### config.mk
export PLATFORM = sky130hd
export DESIGN_NAME = fpu_muldiv_issue_ctrl_flat
export DESIGN_NICKNAME = d
export VERILOG_FILES = /design/src/rtl/fpu_muldiv_issue_ctrl_pkg.sv /design/src/rtl/fpu_muldiv_issue_ctrl_if.sv /design/src/rtl/fpu_muldiv_issue_ctrl_rr_arbiter.sv /design/src/rtl/fpu_muldiv_issue_ctrl.sv /design/src/flat_wrapper.sv
export SDC_FILE = /design/constraint.sdc
export NUM_CORES = 1
export LEC_CHECK = 0
export ABC_CLOCK_PERIOD_IN_PS = 7800
export CAP_MARGIN = 40
export CORE_AREA = 2 2 164 166
export DETAILED_ROUTE_END_ITERATION = 6
export DIE_AREA = 0 0 166 168
export GPL_TIMING_DRIVEN = 0
export PLACE_DENSITY = 0.66
export SLEW_MARGIN = 20
export SYNTH_ARGS = -nofsm -noshare
export SYNTH_HDL_FRONTEND = slang
export SYNTH_HIERARCHICAL = 1
export SYNTH_SLANG_ARGS = --single-unit
### constraint.sdc
create_clock -name clk -period 7.8 [get_ports clk]
set_clock_uncertainty 0.2 [all_clocks]
set_input_delay 0.78 -clock clk [delete_from_list [all_inputs] [get_ports clk]]
set_output_delay 0.78 -clock clk [all_outputs]
set_load 0.01 [all_outputs]
### src/rtl/fpu_muldiv_issue_ctrl_pkg.sv
// Shared types and default latencies for the FPU mul/div issue controller.
package fpu_ctrl_pkg;

  typedef enum logic [2:0] {
    FPU_MUL = 3'b010,
    FPU_DIV = 3'b011
  } fpu_op_e;

  typedef enum logic {
    ISSUE    = 1'b0,
    DIV_WAIT = 1'b1
  } fsm_e;

  localparam int unsigned FPU_MUL_LAT = 4;
  localparam int unsigned FPU_DIV_LAT = 9;

endpackage

### src/rtl/fpu_muldiv_issue_ctrl_if.sv
// Core-side request/response bundle of the FPU mul/div issue controller.
interface fpu_muldiv_issue_ctrl_if #(
  parameter int unsigned NUM_REQ = 4
) ();

  localparam int unsigned ID_W = $clog2(NUM_REQ);

  logic [NUM_REQ-1:0]    req_valid;
  logic [NUM_REQ-1:0]    req_ready;
  logic [3*NUM_REQ-1:0]  req_op;
  logic [32*NUM_REQ-1:0] req_opa;
  logic [32*NUM_REQ-1:0] req_opb;
  logic                  rsp_valid;
  logic [ID_W-1:0]       rsp_id;
  logic [31:0]           rsp_data;
  logic [3:0]            rsp_exc;

  modport master (
    output req_valid, req_op, req_opa, req_opb,
    input  req_ready, rsp_valid, rsp_id, rsp_data, rsp_exc
  );

  modport slave (
    input  req_valid, req_op, req_opa, req_opb,
    output req_ready, rsp_valid, rsp_id, rsp_data, rsp_exc
  );

endinterface

### src/rtl/fpu_muldiv_issue_ctrl_rr_arbiter.sv
// Round-robin arbiter: one-hot grant of the first request at or after the pointer.
module rr_arbiter #(
  parameter int unsigned N = 4
) (
  input  logic                 clk,
  input  logic                 rst_n,
  input  logic [N-1:0]         req,
  input  logic                 advance,
  output logic [N-1:0]         gnt,
  output logic [$clog2(N)-1:0] gnt_id
);

  localparam int unsigned ID_W = $clog2(N);

  logic [ID_W-1:0] ptr_q;
  logic            found;
  int unsigned     idx;

  always_comb begin
    gnt    = '0;
    gnt_id = '0;
    found  = 1'b0;
    idx    = 0;
    for (int unsigned i = 0; i < N; i++) begin
      idx = (ptr_q + i) % N;
      if (!found && req[ID_W'(idx)]) begin
        found              = 1'b1;
        gnt[ID_W'(idx)]    = 1'b1;
        gnt_id             = ID_W'(idx);
      end
    end
  end

  always_ff @(posedge clk) begin
    if (!rst_n) begin
      ptr_q <= '0;
    end else if (advance) begin
      ptr_q <= (gnt_id == ID_W'(N-1)) ? '0 : gnt_id + ID_W'(1);
    end
  end

endmodule

### src/rtl/fpu_muldiv_issue_ctrl.sv
// Issues mul/div ops from NUM_REQ requesters onto one fixed-latency FPU datapath
// and routes each result back by requester ID. FPU_ISSUE_PERF_EN adds perf counters.
module fpu_muldiv_issue_ctrl
  import fpu_ctrl_pkg::*;
#(
  parameter int unsigned NUM_REQ = 4,
  parameter int unsigned MUL_LAT = FPU_MUL_LAT,
  parameter int unsigned DIV_LAT = FPU_DIV_LAT
) (
  input  logic                     clk,
  input  logic                     rst_n,
  fpu_muldiv_issue_ctrl_if.slave   core,
  output logic                     fpu_start,
  output logic [2:0]               fpu_op,
  output logic [31:0]              opa,
  output logic [31:0]              opb,
  input  logic [31:0]              fpu_out,
  input  logic [3:0]               fpu_exc,
  output logic                     busy
`ifdef FPU_ISSUE_PERF_EN
  ,
  output logic [31:0]              perf_mul_cnt,
  output logic [31:0]              perf_div_cnt,
  output logic [31:0]              perf_stall_cnt
`endif
);

  localparam int unsigned ID_W  = $clog2(NUM_REQ);
  localparam int unsigned CNT_W = $clog2(DIV_LAT);

  if (DIV_LAT <= MUL_LAT || MUL_LAT < 1) begin : g_bad_lat
    $error("fpu_muldiv_issue_ctrl: DIV_LAT must exceed MUL_LAT and MUL_LAT must be >= 1");
  end

  typedef struct packed {
    logic            v;
    logic [ID_W-1:0] id;
  } trk_t;

  fsm_e              state_q;
  logic [CNT_W-1:0]  div_cnt_q;
  logic              fpu_start_q;
  logic [2:0]        fpu_op_q;
  logic [31:0]       opa_q, opb_q;
  logic [ID_W-1:0]   issue_id_q;
  trk_t              trk_q [DIV_LAT];
  trk_t              trk_d [DIV_LAT];
  logic              rsp_valid_q;
  logic [ID_W-1:0]   rsp_id_q;
  logic [31:0]       rsp_data_q;
  logic [3:0]        rsp_exc_q;

  logic              issue_en;
  logic [NUM_REQ-1:0] arb_req, gnt;
  logic [ID_W-1:0]   gnt_id;
  logic              xfer;
  logic [2:0]        sel_op;
  logic [31:0]       sel_opa, sel_opb;
  logic              sel_div;
  logic              trk_any;

  // Grants open in ISSUE and on the last DIV_WAIT cycle; held off while in reset.
  assign issue_en = rst_n && ((state_q == ISSUE) || (div_cnt_q == '0));
  assign arb_req  = core.req_valid & {NUM_REQ{issue_en}};
  assign xfer     = |gnt;

  rr_arbiter #(.N(NUM_REQ)) u_arb (
    .clk     (clk),
    .rst_n   (rst_n),
    .req     (arb_req),
    .advance (xfer),
    .gnt     (gnt),
    .gnt_id  (gnt_id)
  );

  assign core.req_ready = gnt;

  always_comb begin
    sel_op  = '0;
    sel_opa = '0;
    sel_opb = '0;
    for (int unsigned i = 0; i < NUM_REQ; i++) begin
      if (gnt[i]) begin
        sel_op  = core.req_op[3*i +: 3];
        sel_opa = core.req_opa[32*i +: 32];
        sel_opb = core.req_opb[32*i +: 32];
      end
    end
  end

  // Anything other than a div opcode is issued as a mul.
  assign sel_div = (sel_op == FPU_DIV);

  always_ff @(posedge clk) begin
    if (!rst_n) begin
      state_q     <= ISSUE;
      div_cnt_q   <= '0;
      fpu_start_q <= 1'b0;
      fpu_op_q    <= '0;
      opa_q       <= '0;
      opb_q       <= '0;
      issue_id_q  <= '0;
    end else begin
      fpu_start_q <= xfer;
      if (xfer) begin
        fpu_op_q   <= sel_div ? FPU_DIV : FPU_MUL;
        opa_q      <= sel_opa;
        opb_q      <= sel_opb;
        issue_id_q <= gnt_id;
      end
      case (state_q)
        ISSUE: begin
          if (xfer && sel_div) begin
            state_q   <= DIV_WAIT;
            div_cnt_q <= CNT_W'(DIV_LAT-1);
          end
        end
        DIV_WAIT: begin
          if (div_cnt_q != '0) begin
            div_cnt_q <= div_cnt_q - CNT_W'(1);
          end else if (xfer && sel_div) begin
            div_cnt_q <= CNT_W'(DIV_LAT-1);
          end else begin
            state_q <= ISSUE;
          end
        end
      endcase
    end
  end

  // Ops enter the tracker at a tap matching their latency so they reach tap 0
  // exactly when the datapath presents their result.
  always_comb begin
    for (int unsigned i = 0; i < DIV_LAT-1; i++) begin
      trk_d[i] = trk_q[i+1];
    end
    trk_d[DIV_LAT-1] = '0;
    if (fpu_start_q) begin
      if (fpu_op_q == FPU_DIV) trk_d[DIV_LAT-1] = '{v: 1'b1, id: issue_id_q};
      else                     trk_d[MUL_LAT-1] = '{v: 1'b1, id: issue_id_q};
    end
  end

  always_ff @(posedge clk) begin
    if (!rst_n) begin
      for (int unsigned i = 0; i < DIV_LAT; i++) trk_q[i] <= '0;
      rsp_valid_q <= 1'b0;
      rsp_id_q    <= '0;
      rsp_data_q  <= '0;
      rsp_exc_q   <= '0;
    end else begin
      for (int unsigned i = 0; i < DIV_LAT; i++) trk_q[i] <= trk_d[i];
      rsp_valid_q <= trk_q[0].v;
      if (trk_q[0].v) begin
        rsp_id_q   <= trk_q[0].id;
        rsp_data_q <= fpu_out;
        rsp_exc_q  <= fpu_exc;
      end
    end
  end

  always_comb begin
    trk_any = 1'b0;
    for (int unsigned i = 0; i < DIV_LAT; i++) trk_any = trk_any | trk_q[i].v;
  end

  assign fpu_start      = fpu_start_q;
  assign fpu_op         = fpu_op_q;
  assign opa            = opa_q;
  assign opb            = opb_q;
  assign busy           = trk_any | (state_q == DIV_WAIT) | fpu_start_q;
  assign core.rsp_valid = rsp_valid_q;
  assign core.rsp_id    = rsp_id_q;
  assign core.rsp_data  = rsp_data_q;
  assign core.rsp_exc   = rsp_exc_q;

`ifdef FPU_ISSUE_PERF_EN
  logic [31:0] perf_mul_q, perf_div_q, perf_stall_q;

  always_ff @(posedge clk) begin
    if (!rst_n) begin
      perf_mul_q   <= '0;
      perf_div_q   <= '0;
      perf_stall_q <= '0;
    end else begin
      if (fpu_start_q && fpu_op_q != FPU_DIV) perf_mul_q <= perf_mul_q + 32'd1;
      if (fpu_start_q && fpu_op_q == FPU_DIV) perf_div_q <= perf_div_q + 32'd1;
      if (|core.req_valid && !(|core.req_ready)) perf_stall_q <= perf_stall_q + 32'd1;
    end
  end

  assign perf_mul_cnt   = perf_mul_q;
  assign perf_div_cnt   = perf_div_q;
  assign perf_stall_cnt = perf_stall_q;
`endif

  a_legal_op: assert property (@(posedge clk) disable iff (!rst_n)
    xfer |-> (sel_op == FPU_MUL || sel_op == FPU_DIV));

endmodule

### src/flat_wrapper.sv
// flat-port wrapper written by rule: the top's interface ports become plain ports
module fpu_muldiv_issue_ctrl_flat import fpu_ctrl_pkg::*;
#(
  parameter int unsigned NUM_REQ = 4,
  parameter int unsigned MUL_LAT = FPU_MUL_LAT,
  parameter int unsigned DIV_LAT = FPU_DIV_LAT
)
  (clk, rst_n, fpu_start, fpu_op, opa, opb, fpu_out, fpu_exc, busy, core_req_valid, core_req_op, core_req_opa, core_req_opb, core_req_ready, core_rsp_valid, core_rsp_id, core_rsp_data, core_rsp_exc);
  fpu_muldiv_issue_ctrl_if #(.NUM_REQ(NUM_REQ)) core_i ();
  input  logic clk;
  input  logic rst_n;
  output logic fpu_start;
  output logic [2:0] fpu_op;
  output logic [31:0] opa;
  output logic [31:0] opb;
  input  logic [31:0] fpu_out;
  input  logic [3:0] fpu_exc;
  output logic busy;
  input wire logic [$bits(core_i.req_valid)-1:0] core_req_valid;
  input wire logic [$bits(core_i.req_op)-1:0] core_req_op;
  input wire logic [$bits(core_i.req_opa)-1:0] core_req_opa;
  input wire logic [$bits(core_i.req_opb)-1:0] core_req_opb;
  output wire logic [$bits(core_i.req_ready)-1:0] core_req_ready;
  output wire logic [$bits(core_i.rsp_valid)-1:0] core_rsp_valid;
  output wire logic [$bits(core_i.rsp_id)-1:0] core_rsp_id;
  output wire logic [$bits(core_i.rsp_data)-1:0] core_rsp_data;
  output wire logic [$bits(core_i.rsp_exc)-1:0] core_rsp_exc;
  assign core_i.req_valid = core_req_valid;
  assign core_i.req_op = core_req_op;
  assign core_i.req_opa = core_req_opa;
  assign core_i.req_opb = core_req_opb;
  assign core_req_ready = core_i.req_ready;
  assign core_rsp_valid = core_i.rsp_valid;
  assign core_rsp_id = core_i.rsp_id;
  assign core_rsp_data = core_i.rsp_data;
  assign core_rsp_exc = core_i.rsp_exc;
  fpu_muldiv_issue_ctrl #(.NUM_REQ(NUM_REQ), .MUL_LAT(MUL_LAT), .DIV_LAT(DIV_LAT)) u_core (.clk(clk), .rst_n(rst_n), .core(core_i), .fpu_start(fpu_start), .fpu_op(fpu_op), .opa(opa), .opb(opb), .fpu_out(fpu_out), .fpu_exc(fpu_exc), .busy(busy));
endmodule
==> flow_summary.json, run 1 <==
{
  "status": "completed",
  "tightestPinTransition_ps": 918,
  "final_core_utilization": 0.469,
  "worstPathRequired_ps": 7910,
  "drtPass1Iterations": 5,
  "max_freq_ghz": 0.169,
  "insertion_delay_ps": 410,
  "netlist_area_um2": 7060,
  "htree_levels": 4,
  "place_area_um2": 11700,
  "synth.avg_cell_area_um2": 8.62,
  "cts_setup_buffers": 0,
  "dr_total_vias": 8012,
  "end_kind": "flip-flop",
  "yosysTopAreaCellShare": 0.403,
  "cts_tree": "done",
  "num-fill-cells": 2575,
  "core_um2": 26400,
  "drc": 0,
  "powerDensity_nw_per_um2": 382,
  "power.total_uw": 4710,
  "crit_path_start_kind": "primary input",
  "portBuffers": 420,
  "cts_root_buf": "clkbuf_16",
  "drtIter0Drc": 391,
  "synth_seq_area_share": 0.403,
  "die_height_um": 168,
  "wl_mm": 31.4,
  "yosys.area.top_type": "dfxtp_1",
  "synth_cell_type_count": 50,
  "synthFlopType": "dfxtp_1",
  "cpLargestDelayFamily": "buffers and inverters",
  "ctsResizeCount": 0,
  "cts_sinks": 142,
  "pre_cts_ws_ps": 1410,
  "grt_pass1_vias": 8067,
  "report.final.slew_viol_count": 0,
  "cpMostUsedCell": "clkbuf_1",
  "crit_slowest_cell": "nor4_4",
  "tns_ps": 0,
  "hold_violations": 0,
  "drive_gt1_frac": 0.0527,
  "grt_setup_unrepaired": "false",
  "overflow": 0,
  "fin_ws_ps": 1900,
  "antenna_found_initial": 5,
  "worst_ir_drop_vdd_v": 0.000211,
  "cp.arrival_ps": 6010,
  "synth.area.top_cells": "dfxtp_1 40%, a21oi_1 9.4%, a221oi_1 8.4%",
  "clk_pin_slew_ps": 70,
  "clockBufferDepth": 2,
  "wl_per_cell_um": 19.5,
  "drtAntennaViolNets": 0,
  "crit_buf_inv": 8,
  "path_max_fanout": 12,
  "syn_inst": 819,
  "fp.dieW_um": 166,
  "top_level_ports": 422,
  "final.period_utilization": 0.757,
  "drv_cap": 0,
  "cp_cell_sequence": "clkdlybuf4s50_1, clkbuf_1, buf_6, clkbuf_1, and3_1, mux4_2, and2b_2, a221oi_1, o2bb2ai_1, buf_2, nor4_4, inv_2, clkbuf_1, buf_2, nor3b_1, a2bb2oi_1, o21ai_0, o21a_1",
  "detail_route.vias_per_cell": 4.96,
  "p_leak_uw": 0.00475,
  "finalNetCount": 1577,
  "hpwl_mm": 24.9,
  "track_usage": 0.216,
  "syn_to_final_growth_pct": 74.9,
  "start_util": 0.268,
  "synth-edff-count": 0,
  "numCtsBuffers": 17,
  "synth_async_sr_flop_share": 0,
  "grt_max_degree": 17,
  "grt_pass1_wl_mm": 46.4,
  "holdBufCountCts": 0,
  "synth_fp_nets": 1137,
  "hold_path_class": "flip-flop to flip-flop",
  "min_period_ps": 5900,
  "finalSetupViolCount": 0,
  "design_area_um2": 12300,
  "die-area_um2": 27900,
  "max_stage_delay_ps": 540,
  "max_slew_margin": 0.388,
  "crit_type": "primary input to flip-flop",
  "gp_congestion": 0.859,
  "num_rows": 60,
  "synth_seq_cells": 142,
  "yosys_warnings": 6
}
==> registers in the layout, summed over array words and instances (netlist names) <==
signal                 cells
u_core/core.rsp_data      32
u_core/opa                32
u_core/opb                32
u_core/trk_q              27
u_core/core.rsp_exc        4
u_core/div_cnt_q           4
u_core/core.rsp_id         2
u_core/fpu_op              2
u_core/issue_id_q          2
u_core/u_arb/ptr_q         2
u_core/core.rsp_valid      1
u_core/fpu_start           1
u_core/state_q             1
==> placed cells by master, fill, tap and decap left out, drive strengths merged, types with 5 or more instances in the layout <==
cell,n
nand2,8
nor2b,8
buf,32
o21ai,68
a21oi,132
a211o,64
inv,80
clkbuf,68
mux2i,43
ha,8
and3,5
clkdlybuf4s50,420
a221oi,68
dfxtp,142
and2,25
nor2,47
==> metal layers <==
layer / up-vias / GRT usage / share of wire / routed length [um]
met5: - / 0 / 0.0017 / 54
met4: 8 / 0.0590 / 0.015 / 484
met3: 35 / 0.0658 / 0.074 / 2340
met2: 316 / 0.407 / 0.52 / 16500
met1: 3755 / 0.233 / 0.38 / 12100
li1: 3898 / - / - / -
==> per-stage QoR <==
stage / cells / hold slack, ps
6_report: 1615 / 226
3_5_place_dp: 1581 / 219
2_1_floorplan: 819 / 212
3_3_place_gp: 1580 / 215
5_1_grt: 1613 / 246
4_1_cts: 1613 / 229
==> cell usage after synthesis (all sizes together) (2+ instances only) <==
| library cell | instances |
|---|---|
| a211o | 64 |
| mux2i | 43 |
| nand2 | 8 |
| ha | 8 |
| dfxtp | 142 |
| inv | 70 |
| o21a | 4 |
| and3 | 5 |
| nor3b | 2 |
| nor4 | 4 |
| nand4b | 3 |
| nor3 | 3 |
| mux4 | 4 |
| a21oi | 132 |
| nor2 | 47 |
| buf | 31 |
| o21ai | 68 |
| nand2b | 2 |
| nand3 | 3 |
| clkbuf | 51 |
| nor2b | 8 |
| a221oi | 68 |
| and2 | 25 |
| o2bb2ai | 4 |
| nand3b | 4 |
==> cells by family after synthesis <==
| kind of cell | after synthesis | synth area share |
|---|---|---|
| AO/OA/AOI/OAI | 351 | 0.328 |
| buffers and inverters | 152 | 0.0882 |
| flip-flops | 142 | 0.403 |
| AND/OR/NAND/NOR | 117 | 0.0906 |
| multiplexers | 48 | 0.0758 |
| adder cells (fa/ha/maj) | 8 | 0.0142 |
| other | 1 | 0.000531 |
==> power breakdown <==
part | internal [uW] | switching, uW
Clock | 523 | 375
Combinational | 1210 | 1610
Sequential | 897 | 90.2
==> worst paths after layout <==
| check | start | endpoint | slack [ps] | depth (start not counted) |
|---|---|---|---|---|
| max | rst_n | u_core/u_arb/ptr_q[0]$_SDFFE_PN0P_ | 1900 | 18 |
| min | u_core/trk_q[0][7]$_SDFF_PN0_ | u_core/trk_q[0][4]$_SDFF_PN0_ | 230 | 1 |
| max reg2reg | u_core/div_cnt_q[0]$_SDFF_PN0_ | u_core/u_arb/ptr_q[0]$_SDFFE_PN0P_ | 2690 | 18 |
| min reg2reg | u_core/trk_q[0][7]$_SDFF_PN0_ | u_core/trk_q[0][4]$_SDFF_PN0_ | 230 | 1 |
==> final cells by class <==
class | instances | area (um^2) | share of cell area
inverter | 70 | 263 | 0.0213
clock buffer | 17 | 425 | 0.0345
sequential | 142 | 2840 | 0.230
buffer | 82 | 360 | 0.0292
clock inverter | 15 | 214 | 0.0173
tap | 341 | 427 | 0.0346
multi-input combinational | 525 | 3590 | 0.291
timing repair buffer | 421 | 4220 | 0.341
antenna | 2 | 5.00 | 0.000405
(Power assumes the default switching activity.)
==> run 2: changes to the inputs <==
ABC_CLOCK_PERIOD_IN_PS = 4900   (was 7800)
CORE_AREA = 2 2 166 168   (was 2 2 164 166)
DIE_AREA = 0 0 168 170   (was 0 0 166 168)
PLACE_DENSITY = 0.67   (was 0.66)
clock period = 4.9 ns   (was 7.8 ns; I/O delays follow)
==> run 2 against run 1 <==
Against the previous run:
- sequential share of layout area barely moved
- largest power group unchanged
- cell count rose by 0.12%
- highest routed layer is now met4
- critical path type is now primary input to output port
- register-to-register slack got worse by 2300 ps
==> flow_summary.json, run 2 (same netlist as run 1, synthesis figures left out) <==
{
  "status": "completed",
  "fp.dieW_um": 168,
  "pre_cts_ws_ps": -1240,
  "grt_pass1_vias": 7925,
  "track_usage": 0.211,
  "drive_gt1_frac": 0.0573,
  "htree_levels": 4,
  "fin_ws_ps": 305,
  "hold_path_end": "u_core/trk_q[0][21]$_SDFF_PN0_",
  "worstPathRequired_ps": 4210,
  "powerDensity_nw_per_um2": 608,
  "wl_per_cell_um": 19.5,
  "cp.arrival_ps": 3910,
  "wl_mm": 31.5,
  "cts_sinks": 142,
  "num_rows": 60,
  "final.period_utilization": 0.938,
  "reg2reg_to": "u_core/u_arb/ptr_q[0]$_SDFFE_PN0P_",
  "hold_path_class": "flip-flop to flip-flop",
  "start_util": 0.265,
  "holdBufCountCts": 0,
  "drc": 0,
  "cts_tree": "done",
  "die_height_um": 170,
  "p_int_uw": 4260,
  "rr_startpoint": "u_core/div_cnt_q[0]$_SDFF_PN0_",
  "hold_violations": 0,
  "drv_cap": 0,
  "top_level_ports": 422,
  "overflow": 0,
  "grt_pass1_wl_mm": 45.8,
  "r2r_slack_ps": 370,
  "min_period_ps": 4600,
  "hold_depth": 1,
  "clk_pin_slew_ps": 60,
  "final_cell_mix": "420 x clkdlybuf4s50_1, 142 x dfxtp_1, 132 x a21oi_1",
  "max_freq_ghz": 0.218,
  "drtAntennaViolNets": 0,
  "gp_congestion": 0.890,
  "syn_to_final_growth_pct": 75.2,
  "dr_total_vias": 8138,
  "r2r_cells": 17,
  "report.final.slew_viol_count": 0,
  "p_leak_uw": 0.00477,
  "max_stage_delay_ps": 660,
  "final_core_utilization": 0.464,
  "design_area_um2": 12400,
  "clockBufferDepth": 2,
  "cpMostUsedCell": "clkdlybuf4s50_1",
  "path_max_fanout": 10,
  "hold_start": "u_core/trk_q[0][24]$_SDFF_PN0_",
  "cts_root_buf": "clkbuf_16",
  "p_sw_uw": 3260,
  "die-area_um2": 28600,
  "seqPwrFrac": 0.209,
  "grt_setup_unrepaired": "false",
  "power.total_uw": 7520,
  "portBuffers": 420,
  "tightestPinTransition_ps": 749,
  "crit_slowest_cell": "clkdlybuf4s50_1",
  "grt_max_degree": 17,
  "end_kind": "output port",
  "max_slew_margin": 0.500,
  "power_switching_share": 0.433,
  "numCtsBuffers": 17,
  "finalSetupViolCount": 0,
  "crit_type": "primary input to output port",
  "final_common_cell": "clkdlybuf4s50_1",
  "hpwl_mm": 24.7,
  "crit_path_start_kind": "primary input",
  "worst_ir_drop_vdd_v": 0.000253,
  "cp_cell_sequence": "clkdlybuf4s50_1, clkbuf_4, buf_2, and3_1, mux4_2, and2b_2, a221oi_1, o2bb2ai_1, clkdlybuf4s50_1",
  "drtIter0Drc": 445,
  "finalNetCount": 1578,
  "clock_power_share": 0.190,
  "drtPass1Iterations": 5,
  "power.share.combinational": 0.601,
  "insertion_delay_ps": 420,
  "detail_route.vias_per_cell": 5.03,
  "antenna_found_initial": 3,
  "tns_ps": 0,
  "place_area_um2": 11700,
  "core_um2": 26700
}
run 2: changes by cell type in the layout (fill, tap and decap cells not counted), sizes merged:
cell,change
inv,-5
clkbuf,+1
clkinv,+1
buf,+2
diode,+1
clkinvlp,+1
bufinv,+1
run 2: how the worst max path moves through the flow:
stage | start | endpoint | slack [ps] | depth (start not counted)
global route | u_core/div_cnt_q[0]$_SDFF_PN0_ | u_core/u_arb/ptr_q[0]$_SDFFE_PN0P_ | 30 | 17
floorplan | rst_n | u_core/u_arb/ptr_q[0]$_SDFFE_PN0P_ | 830 | 16
global placement | rst_n | u_core/u_arb/ptr_q[0]$_SDFFE_PN0P_ | -1260 | 16
CTS | rst_n | u_core/opb[14]$_SDFFE_PN0P_ | 10 | 13
detailed placement | rst_n | u_core/u_arb/ptr_q[0]$_SDFFE_PN0P_ | -1240 | 16
finish | rst_n | core_req_ready[2] | 300 | 9
run 2: area by class of cell:
cell class / instances / area (um^2)
Sequential cell: 142 / 2840
Tap cell: 341 / 427
Antenna cell: 3 / 7.51
Timing Repair Buffer: 423 / 4230
Clock buffer: 19 / 433
Clock inverter: 13 / 204
Inverter: 70 / 263
Multi-Input combinational cell: 525 / 3590
Fill cell: 2638 / 14300
Buffer: 81 / 369
run 2: routing by layer:
metal	vias to the layer above	GRT usage	routed length, um
met5	-	0	0
met4	0	0.0601	692
met3	42	0.0728	2880
met2	368	0.392	16100
met1	3839	0.227	11900
li1	3889	-	-
run 2: what timing repair did:
action / CTS / global route
endpoints found under the setup margin: 79 / 69
pin swaps: 1 / 1
gates resized for setup: 3 / 10
setup buffers: 1 / 2
run 2: power groups by stage:
stage          combinational (uW)  clock, uW  sequential (uW)
2_1_floorplan                2640          0             1670
3_3_place_gp                 4440          0             1580
3_5_place_dp                 4470          0             1590
4_1_cts                      4500       1470             1570
5_1_grt                      4910       1530             1600
6_report                     4520       1430             1570
run 2: stage by stage:
stage,hold WS (ps),cells
after global placement,215,1580
after global routing,245,1614
final,234,1617
after CTS,238,1612
after detailed placement,223,1580
after floorplan,212,819
run 2: critical path: cells and delay by family:
family	cells	cell delay, ps
compound gates	2	570
simple gates	2	580
mux	1	630
buf+inv	4	1630
